===== src/rtl/enum_walk_sequencer_if.sv =====
`default_nettype none
`timescale 1ns/1ps
// ============================================================================
// Module      : enum_walk_sequencer_if
// Description : Control and item-stream bundle of the enumeration walker.
//               The master side issues start/abort/step/dir and out_ready.
//               The slave side (the walker) returns the item stream and
//               the status flags.
// Revision    : 1.0 - initial release
// ----------------------------------------------------------------------------
// Signals     : start, abort, step[IDX_W], dir      master -> slave
//               out_ready                           master -> slave
//               out_valid, out_idx[IDX_W], out_last slave  -> master
//               wrap_cnt[ITEM_W], busy, done        slave  -> master
// ============================================================================
interface enum_walk_sequencer_if #(
   parameter int NUM_STATES = 3,
   parameter int PASSES     = 1
);
   localparam int IDX_W  = $clog2(NUM_STATES);
   localparam int ITEM_W = $clog2(PASSES*NUM_STATES+1);

   logic              start;
   logic              abort;
   logic [IDX_W-1:0]  step;
   logic              dir;
   logic              out_valid;
   logic              out_ready;
   logic [IDX_W-1:0]  out_idx;
   logic              out_last;
   logic [ITEM_W-1:0] wrap_cnt;
   logic              busy;
   logic              done;

   modport master (
      output start, abort, step, dir, out_ready,
      input  out_valid, out_idx, out_last, wrap_cnt, busy, done
   );

   modport slave (
      input  start, abort, step, dir, out_ready,
      output out_valid, out_idx, out_last, wrap_cnt, busy, done
   );
endinterface
`default_nettype wire


===== src/rtl/enum_walk_sequencer.sv =====
`default_nettype none
`timescale 1ns/1ps
// ============================================================================
// Module      : enum_walk_sequencer
// Description : Walks an index through NUM_STATES encoded states, starting
//               at 0 and advancing by a stride (modulo NUM_STATES). Each
//               state is presented on a valid/ready stream, and the walk
//               covers PASSES*NUM_STATES items.
// Revision    : 1.0 - initial release
// ----------------------------------------------------------------------------
// Ports       : clk  - clock, rising edge
//               rst  - synchronous active-high reset
//               bus  - enum_walk_sequencer_if.slave (control + item stream)
// Option      : ENUM_WALK_PREV_EN - when defined, dir=1 walks backward.
//               When undefined, dir is ignored and the walk is always
//               forward.
// ============================================================================
module enum_walk_sequencer #(
   parameter int NUM_STATES = 3,
   parameter int PASSES     = 1
) (
   input  logic                  clk,
   input  logic                  rst,
   enum_walk_sequencer_if.slave  bus
);
   localparam int IDX_W  = $clog2(NUM_STATES);
   localparam int ITEM_W = $clog2(PASSES*NUM_STATES+1);

   localparam logic [IDX_W:0]    c_num       = (IDX_W+1)'(NUM_STATES);
   localparam logic [ITEM_W-1:0] c_last_item = ITEM_W'(PASSES*NUM_STATES-1);

   typedef enum logic [1:0] {
      ST_IDLE = 2'd0,
      ST_RUN  = 2'd1,
      ST_DONE = 2'd2
   } state_t;

   state_t            r_state, w_state_nxt;
   logic [IDX_W-1:0]  r_idx, w_idx_nxt;
   logic [IDX_W-1:0]  r_step, w_step_nxt;
   logic [ITEM_W-1:0] r_items, w_items_nxt;
   logic [ITEM_W-1:0] r_wrap, w_wrap_nxt;
   logic [IDX_W-1:0]  w_step_norm;
   logic [IDX_W:0]    w_fwd_sum;
   logic [IDX_W-1:0]  w_idx_adv;
   logic              w_adv_wrap;
`ifdef ENUM_WALK_PREV_EN
   logic              r_dir, w_dir_nxt;
`else
   wire               w_unused_dir = bus.dir;
`endif

   // A stride of 0, or one that would skip a full lap, degenerates to 1.
   assign w_step_norm = ((bus.step == '0) || ({1'b0, bus.step} >= c_num))
                        ? IDX_W'(1) : bus.step;

   // Next index for a non-final handshake. The sum is one bit wider, so
   // idx+step cannot overflow before the wrap compare.
   always_comb begin
      w_fwd_sum  = {1'b0, r_idx} + {1'b0, r_step};
      w_idx_adv  = w_fwd_sum[IDX_W-1:0];
      w_adv_wrap = 1'b0;
      if (w_fwd_sum >= c_num) begin
         w_idx_adv  = IDX_W'(w_fwd_sum - c_num);
         w_adv_wrap = 1'b1;
      end
`ifdef ENUM_WALK_PREV_EN
      if (r_dir) begin
         w_adv_wrap = (r_idx < r_step);
         if (r_idx < r_step)
            w_idx_adv = IDX_W'({1'b0, r_idx} + c_num - {1'b0, r_step});
         else
            w_idx_adv = r_idx - r_step;
      end
`endif
   end

   always_ff @(posedge clk) begin
      if (rst) begin
         r_state <= ST_IDLE;
         r_idx   <= '0;
         r_step  <= IDX_W'(1);
         r_items <= '0;
         r_wrap  <= '0;
`ifdef ENUM_WALK_PREV_EN
         r_dir   <= 1'b0;
`endif
      end else begin
         r_state <= w_state_nxt;
         r_idx   <= w_idx_nxt;
         r_step  <= w_step_nxt;
         r_items <= w_items_nxt;
         r_wrap  <= w_wrap_nxt;
`ifdef ENUM_WALK_PREV_EN
         r_dir   <= w_dir_nxt;
`endif
      end
   end

   always_comb begin
      w_state_nxt   = r_state;
      w_idx_nxt     = r_idx;
      w_step_nxt    = r_step;
      w_items_nxt   = r_items;
      w_wrap_nxt    = r_wrap;
`ifdef ENUM_WALK_PREV_EN
      w_dir_nxt     = r_dir;
`endif
      bus.out_valid = 1'b0;
      bus.out_last  = 1'b0;
      bus.busy      = 1'b0;
      bus.done      = 1'b0;
      bus.out_idx   = r_idx;
      bus.wrap_cnt  = r_wrap;

      case (r_state)
         ST_IDLE: begin
            // abort outranks a simultaneous start.
            if (bus.start && !bus.abort) begin
               w_state_nxt = ST_RUN;
               w_idx_nxt   = '0;
               w_items_nxt = '0;
               w_wrap_nxt  = '0;
               w_step_nxt  = w_step_norm;
`ifdef ENUM_WALK_PREV_EN
               w_dir_nxt   = bus.dir;
`endif
            end
         end
         ST_RUN: begin
            bus.out_valid = 1'b1;
            bus.busy      = 1'b1;
            bus.out_last  = (r_items == c_last_item);
            if (bus.abort) begin
               w_state_nxt = ST_IDLE;
            end else if (bus.out_ready) begin
               w_items_nxt = r_items + ITEM_W'(1);
               if (r_items == c_last_item) begin
                  // The final index stays visible after the walk ends.
                  w_state_nxt = ST_DONE;
               end else begin
                  w_idx_nxt = w_idx_adv;
                  if (w_adv_wrap)
                     w_wrap_nxt = r_wrap + ITEM_W'(1);
               end
            end
         end
         ST_DONE: begin
            bus.done    = 1'b1;
            w_state_nxt = ST_IDLE;
         end
         default: w_state_nxt = ST_IDLE;
      endcase
   end
endmodule
`default_nettype wire


===== src/flat_wrapper.sv =====
// flat-port wrapper written by rule: the top's interface ports become plain ports
module enum_walk_sequencer_flat 
#(
   parameter int NUM_STATES = 3,
   parameter int PASSES     = 1
)
  (clk, rst, bus_start, bus_abort, bus_step, bus_dir, bus_out_ready, bus_out_valid, bus_out_idx, bus_out_last, bus_wrap_cnt, bus_busy, bus_done);
  enum_walk_sequencer_if #(.NUM_STATES(NUM_STATES), .PASSES(PASSES)) bus_i ();
  input  logic clk;
  input  logic rst;
  input wire logic [$bits(bus_i.start)-1:0] bus_start;
  input wire logic [$bits(bus_i.abort)-1:0] bus_abort;
  input wire logic [$bits(bus_i.step)-1:0] bus_step;
  input wire logic [$bits(bus_i.dir)-1:0] bus_dir;
  input wire logic [$bits(bus_i.out_ready)-1:0] bus_out_ready;
  output wire logic [$bits(bus_i.out_valid)-1:0] bus_out_valid;
  output wire logic [$bits(bus_i.out_idx)-1:0] bus_out_idx;
  output wire logic [$bits(bus_i.out_last)-1:0] bus_out_last;
  output wire logic [$bits(bus_i.wrap_cnt)-1:0] bus_wrap_cnt;
  output wire logic [$bits(bus_i.busy)-1:0] bus_busy;
  output wire logic [$bits(bus_i.done)-1:0] bus_done;
  assign bus_i.start = bus_start;
  assign bus_i.abort = bus_abort;
  assign bus_i.step = bus_step;
  assign bus_i.dir = bus_dir;
  assign bus_i.out_ready = bus_out_ready;
  assign bus_out_valid = bus_i.out_valid;
  assign bus_out_idx = bus_i.out_idx;
  assign bus_out_last = bus_i.out_last;
  assign bus_wrap_cnt = bus_i.wrap_cnt;
  assign bus_busy = bus_i.busy;
  assign bus_done = bus_i.done;
  enum_walk_sequencer #(.NUM_STATES(NUM_STATES), .PASSES(PASSES)) u_core (.clk(clk), .rst(rst), .bus(bus_i));
endmodule

===== config.mk =====
export PLATFORM = sky130hd
export DESIGN_NAME = enum_walk_sequencer_flat
export DESIGN_NICKNAME = d
export VERILOG_FILES = /design/src/rtl/enum_walk_sequencer_if.sv /design/src/rtl/enum_walk_sequencer.sv /design/src/flat_wrapper.sv
export SDC_FILE = /design/constraint.sdc
export NUM_CORES = 1
export LEC_CHECK = 0
export CAP_MARGIN = 20
export CELL_PAD_IN_SITES_DETAIL_PLACEMENT = 0
export CELL_PAD_IN_SITES_GLOBAL_PLACEMENT = 1
export CORE_MARGIN = 2
export CORE_UTILIZATION = 38
export CTS_BUF_LIST = sky130_fd_sc_hd__clkbuf_8
export DETAILED_ROUTE_END_ITERATION = 12
export GPL_TIMING_DRIVEN = 0
export PLACE_DENSITY = 0.88
export SYNTH_ARGS = -nofsm -noshare
export SYNTH_HDL_FRONTEND = slang
export SYNTH_SLANG_ARGS = --single-unit

===== constraint.sdc =====
create_clock -name clk -period 3.53 [get_ports clk]
set_clock_uncertainty 0.15 [all_clocks]
set_input_delay 0.5295 -clock clk [delete_from_list [all_inputs] [get_ports clk]]
set_output_delay 0.5295 -clock clk [all_outputs]
set_load 0.01 [all_outputs]

Word level (Yosys, flattened, before mapping)
Index checks and enable logic that the tools add are counted.
- add/sub/neg operators: 4
- multipliers: 0
- divide/modulo/power cells: 0
- order comparisons: 2
- equal/unequal tests: 10
- shifts and indexed selects: 0
- mux-type cells: 24
- bitwise logic cells: 0
- reduce and logical (&&, ||, !) cells: 11
- operator list (kind ; number):
    two-way mux 2 bit ; 16
    case mux 2 bit (2 select lines) ; 4
    inequality test 2 bit, second input constant ; 3
    AND reduction 6 bit ; 1
    AND reduction 5 bit ; 1
    adder 2 x 1 -> 2 bit, second input constant ; 2
    == test 2 bit, second input constant ; 2
    zero test 2 bit ; 2
    two-way mux 1 bit ; 4
    inequality test 2 x 1 -> 1 bit, second input constant ; 2
    AND reduction 4 bit ; 1
    adder 2 x 2 -> 3 bit ; 1
    >= comparator 3 x 2 -> 1 bit, second input constant ; 1
    inequality test 3 x 2 -> 1 bit, second input constant ; 1
    inequality test 3 bit, second input constant ; 1
    AND reduction 3 bit ; 1
    == test 2 x 1 -> 1 bit, second input constant ; 1
    >= comparator 2 bit, second input constant ; 1
    AND reduction 2 bit ; 1
    nonzero test 2 bit ; 1
    subtractor 2 bit, second input constant ; 1
    logical AND 1 bit ; 1
    zero test 1 bit ; 1
    logical OR 1 bit ; 1
- register bits: 10
- latch bits: 0
- memory bits (writable): 0
- bits in read-only memories: 0
- input port bits: 8
- output and inout port bits: 8
- logic and storage cells: 56
- memories: 0

Longest topological paths before layout
- depth after elaboration: 8
- mapped depth: 9
- depth with buffers taken out: 9

Least setup slack after synthesis
Ideal clock, no wire load.
- kind: flip-flop to flip-flop
- start point: register u_core.r_idx[0] (netlist: u_core.bus.out_idx[0])
- end point: register u_core.r_idx[0] (netlist: u_core.bus.out_idx[0])
- library setup time: 0.070 ns
- arrival: 2.016 ns
- data required time: 3.310 ns
- path slack: 1.293 ns
- stages on the path, launching flop included: 10
- path buffers: 0
- clock period less this slack: 2.237 ns
- path through: dfxtp_1 ha_1 inv_1 fa_1 inv_1 ha_1 nand2b_2 xnor2_1 or3_1 a21oi_1
- word-level cells in the longest chain between the ends: 7
- elaborated cells on any way between the ends: 8
- classes of those cells: add/sub: 2; order compare: 1; mux: 5
- RTL lines (item ; line ; RTL):
    from (decl) ; enum_walk_sequencer.sv:39 ; logic [IDX_W-1:0] r_idx, w_idx_nxt;
    from (signal assigned) ; enum_walk_sequencer.sv:90 ; r_idx <= w_idx_nxt;
    adder 2 x 2 -> 3 bit * ; enum_walk_sequencer.sv:60 ; w_fwd_sum = {1'b0, r_idx} + {1'b0, r_step};
    >= comparator 3 x 2 -> 1 bit / subtractor 2 bit (equally long branches) ; enum_walk_sequencer.sv:63, enum_walk_sequencer.sv:64 ;
    two-way mux 2 bit * ; enum_walk_sequencer.sv:63 ; if (w_fwd_sum >= c_num) begin
    two-way mux 2 bit * ; enum_walk_sequencer.sv:138 ; if (r_items == c_last_item) begin
    two-way mux 2 bit * ; enum_walk_sequencer.sv:136 ; end else if (bus.out_ready) begin
    two-way mux 2 bit * ; enum_walk_sequencer.sv:134 ; if (bus.abort) begin
    case mux 2 bit (2 select lines) * ; enum_walk_sequencer.sv:116 ; case (r_state)
Every way passes the cells marked *; elsewhere a longest branch is shown, timed or not. The select of a mux whose other input is x is not followed.
A chain may end at the register's enable or synchronous reset.

Final worst setup path
- start point: register u_core.r_state[1]
- end point: output port bus_out_valid
- word-level cells in the longest chain between the ends: 2
- RTL lines (item ; line ; RTL):
    from (decl) ; enum_walk_sequencer.sv:38 ; state_t r_state, w_state_nxt;
    from (signal assigned) ; enum_walk_sequencer.sv:89 ; r_state <= w_state_nxt;
    == test 2 x 1 -> 1 bit ; enum_walk_sequencer.sv:116 ;
    two-way mux 1 bit ; enum_walk_sequencer.sv:116 ;
    to (decl) ; flat_wrapper.sv:16 ; output wire logic [$bits(bus_i.out_valid)-1:0] bus_out_valid;
Every way passes these cells.

==> impl_metrics.py <==
metrics = {
    "outcome": {
        "status": "finished, final reports clean",
    },
    "worst_setup_path": {
        "ff2ff_setup_slack_ns": 1.21,
        "rr_startpoint": "u_core.bus.out_idx[0]$_SDFFE_PP0P_",
        "r2r-end": "u_core.bus.out_idx[0]$_SDFFE_PP0P_",
        "critPathSlowestCell": "clkdlybuf4s50_1",
        "r2r_cells": 9,
        "cp_max_fo": 8,
        "critPathArrivalTime_ns": 1.76,
        "worst_setup_path_end_kind": "output port",
        "required_ns": 2.85,
        "startpoint_type": "register",
        "crit_type": "reg -> out",
        "max_stage_delay_ns": 0.46,
        "crit_chain": "nand2b_1 -> clkbuf_1 -> inv_1 -> buf_4 -> clkdlybuf4s50_1",
    },
    "job": {
        "cap_violations": 0,
    },
    "synthesis": {
        "ys_ff_latch": 10,
        "synth_enable_flop_cells": 0,
        "netlist_instances": 68,
        "yosys_warnings": 0,
        "ys_async_sr_fraction_pct": 0,
        "synth_top_area_cell": "dfxtp_1",
        "ys_seq_area_share_pct": 34.6,
        "synth_top_cell_area_share_pct": 34.6,
        "netlist_area_um2": 578,
        "synth_fp_nets": 80,
        "synth_ff_type": "dfxtp_1",
        "avgSynthCellArea_um2": 8.50,
        "ys_types": 28,
        "synthTopCellsByArea": "dfxtp_1 35%, a21oi_1 7.8%, ha_1 6.5%, inv_1 5.2%, nor2_1 4.5%",
    },
    "timing": {
        "hold_violations": 0,
        "final-setup-viol-count": 0,
        "period_needed_ns": 2.44,
        "fin_crit_sh_pct": 69.1,
        "tightest_slew_ns": 0.453,
        "tns_ns": 0,
        "finalMaxSlewViolations": 0,
        "rsz0062_at_grt": "false",
        "relSlewSlack_pct": 69.7,
        "max_freq_mhz": 410,
    },
    "cts": {
        "insertion_delay_ns": 0.23,
        "cts_max_path_buffers": 2,
        "cts_setup_buffers": 0,
        "post_cts_resized": 0,
        "cts_hold_buf": 0,
        "clock-sinks": 10,
        "cts_root_buf": "clkbuf_8",
        "tritoncts": "built",
        "cts_buffers": 3,
        "htreeDepth": 1,
        "path_clk_slew_ns": 0.04,
    },
    "layout": {
        "areaGrowthSynthToFinish_pct": 34.8,
        "drive_gt1_share_pct": 9.41,
        "antenna_cells": 0,
        "fill_cells": 155,
        "nets": 99,
    },
    "floorplan": {
        "boundaryPins": 16,
        "fp.coreArea_mm2": 0.00147,
        "num_rows": 14,
        "start_util_pct": 39.3,
        "die_w_um": 43,
        "die_h_um": 43,
        "dieArea_mm2": 0.00185,
    },
    "route": {
        "drc": 0,
        "wire_per_inst_um": 10.6,
        "wirelength_um": 1070,
        "vias": 497,
        "drt_iter0_drc": 4,
        "dr.pass1.iters": 2,
        "ant_nets": 0,
        "viasPerCell": 4.92,
    },
    "global_route": {
        "grt_max_degree": 11,
        "grt_overflow": 0,
        "grtUsageTotal_pct": 14.2,
        "grt_pass1_wl_um": 1860,
        "grt_antenna_before_repair": 0,
        "grt_pass1_vias": 471,
    },
    "pwr": {
        "vdd_drop_max_v": 0.000163,
        "p_per_area_mw_per_mm2": 341,
        "power_leakage_uw": 0.000293,
        "fin_total_pwr_uw": 266,
    },
    "place": {
        "dpl.hpwl_um": 808,
        "portBuffers": 14,
        "gp_congestion": 0.732,
    },
    "worst_hold_path": {
        "hold_end": "u_core.r_step[1]$_SDFFE_PP0P_",
        "hp-start": "u_core.r_step[1]$_SDFFE_PP0P_",
        "hold_depth": 2,
        "hold_class": "reg -> reg",
    },
}
[power by group]
group / leakage, uW / internal (uW) / total, uW / switching [uW]
combinational: 0.000190 / 18.9 / 35.1 / 16.3
sequential: 0.0000809 / 115 / 117 / 1.82
clock: 0.0000216 / 74.2 / 113 / 39.2
[metal layers]
metal | part of all wire [%] | GRT usage [%]
met1 | 48 | 16.3
met2 | 47 | 21.2
met3 | 4.0 | 5.11
met4 | 0.66 | 10.9
met5 | 0 | 0
[how the worst max path moves through the flow]
| stage | startpoint | endpoint | slack [ns] | cells after the start |
|---|---|---|---|---|
| floorplan | u_core.bus.out_idx[0]$_SDFFE_PP0P_ | u_core.bus.out_idx[0]$_SDFFE_PP0P_ | 1.29 | 9 |
| global placement | bus_abort | u_core.bus.wrap_cnt[1]$_SDFFE_PP0P_ | 1.13 | 5 |
| detailed placement | bus_abort | u_core.bus.wrap_cnt[1]$_SDFFE_PP0P_ | 1.13 | 5 |
| CTS | u_core.r_state[1]$_SDFFE_PP0P_ | bus_out_valid | 1.07 | 5 |
| global route | u_core.r_state[1]$_SDFFE_PP0P_ | bus_out_valid | 0.95 | 5 |
| finish | u_core.r_state[1]$_SDFFE_PP0P_ | bus_out_valid | 1.09 | 5 |
[state kept, by name, summed over array words and instances, names as in the netlist]
signal,count
u_core.r_step,2
u_core.bus.out_idx,2
u_core.r_state,2
u_core.r_items,2
u_core.bus.wrap_cnt,2
[synth_stat cells (2+ instances only)]
master and number:
a21oi_1 9, dfxtp_1 10, ha_1 3, inv_1 8, nand2_1 2, nand2b_1 4, nand3b_1 3, nor2_1 7
o21ai_0 3
[per-stage QoR]
step	cells	utilization (%)	worst slack, ns	area [um2]	hold slack, ns
CTS	101	53.0	1.07	779	0.325
finish	101	53.0	1.09	779	0.321
global route	101	53.0	0.948	779	0.353
global placement	98	50.2	1.13	738	0.311
detailed placement	98	50.2	1.13	738	0.317
floorplan	68	-	1.29	578	0.300
[logic make-up (layout without fill, tap and decap cells)]
family	count (synthesis)	in the layout	share of synthesized area, %
AO/OA/AOI/OAI	16	16	16.0
XOR/XNOR	1	1	1.52
adder cells (fa/ha/maj)	4	4	9.96
buffers and inverters	11	28	7.79
flip-flops	10	10	34.6
AND/OR/NAND/NOR	26	26	30.1
[worst max-delay path: cells and delay by family, from the launching register on]
family                 cells  cell delay, ns
and+or+nand+nor            1            0.13
DFF                        1            0.41
buffers and inverters      4            1.00
[cells in the final DEF, fill, tap and decap left out, types with 2 or more instances in the layout]
cell type,count
clkdlybuf4s50_1,14
dfxtp_1,10
a21oi_1,9
inv_1,8
nor2_1,7
nand2b_1,4
nand3b_1,3
o21ai_0,3
ha_1,3
clkbuf_8,3
nand2_1,2
[layout make-up]
class / count / area (um2) / area share [%]
Multi-Input combinational cell: 47 / 333 / 42.7
Sequential cell: 10 / 200 / 25.7
Timing Repair Buffer: 14 / 140 / 18.0
Clock buffer: 3 / 41.3 / 5.30
Inverter: 8 / 30.0 / 3.85
Tap cell: 16 / 20.0 / 2.57
Buffer: 3 / 15.0 / 1.93
Power figures use the tool's default switching activity.
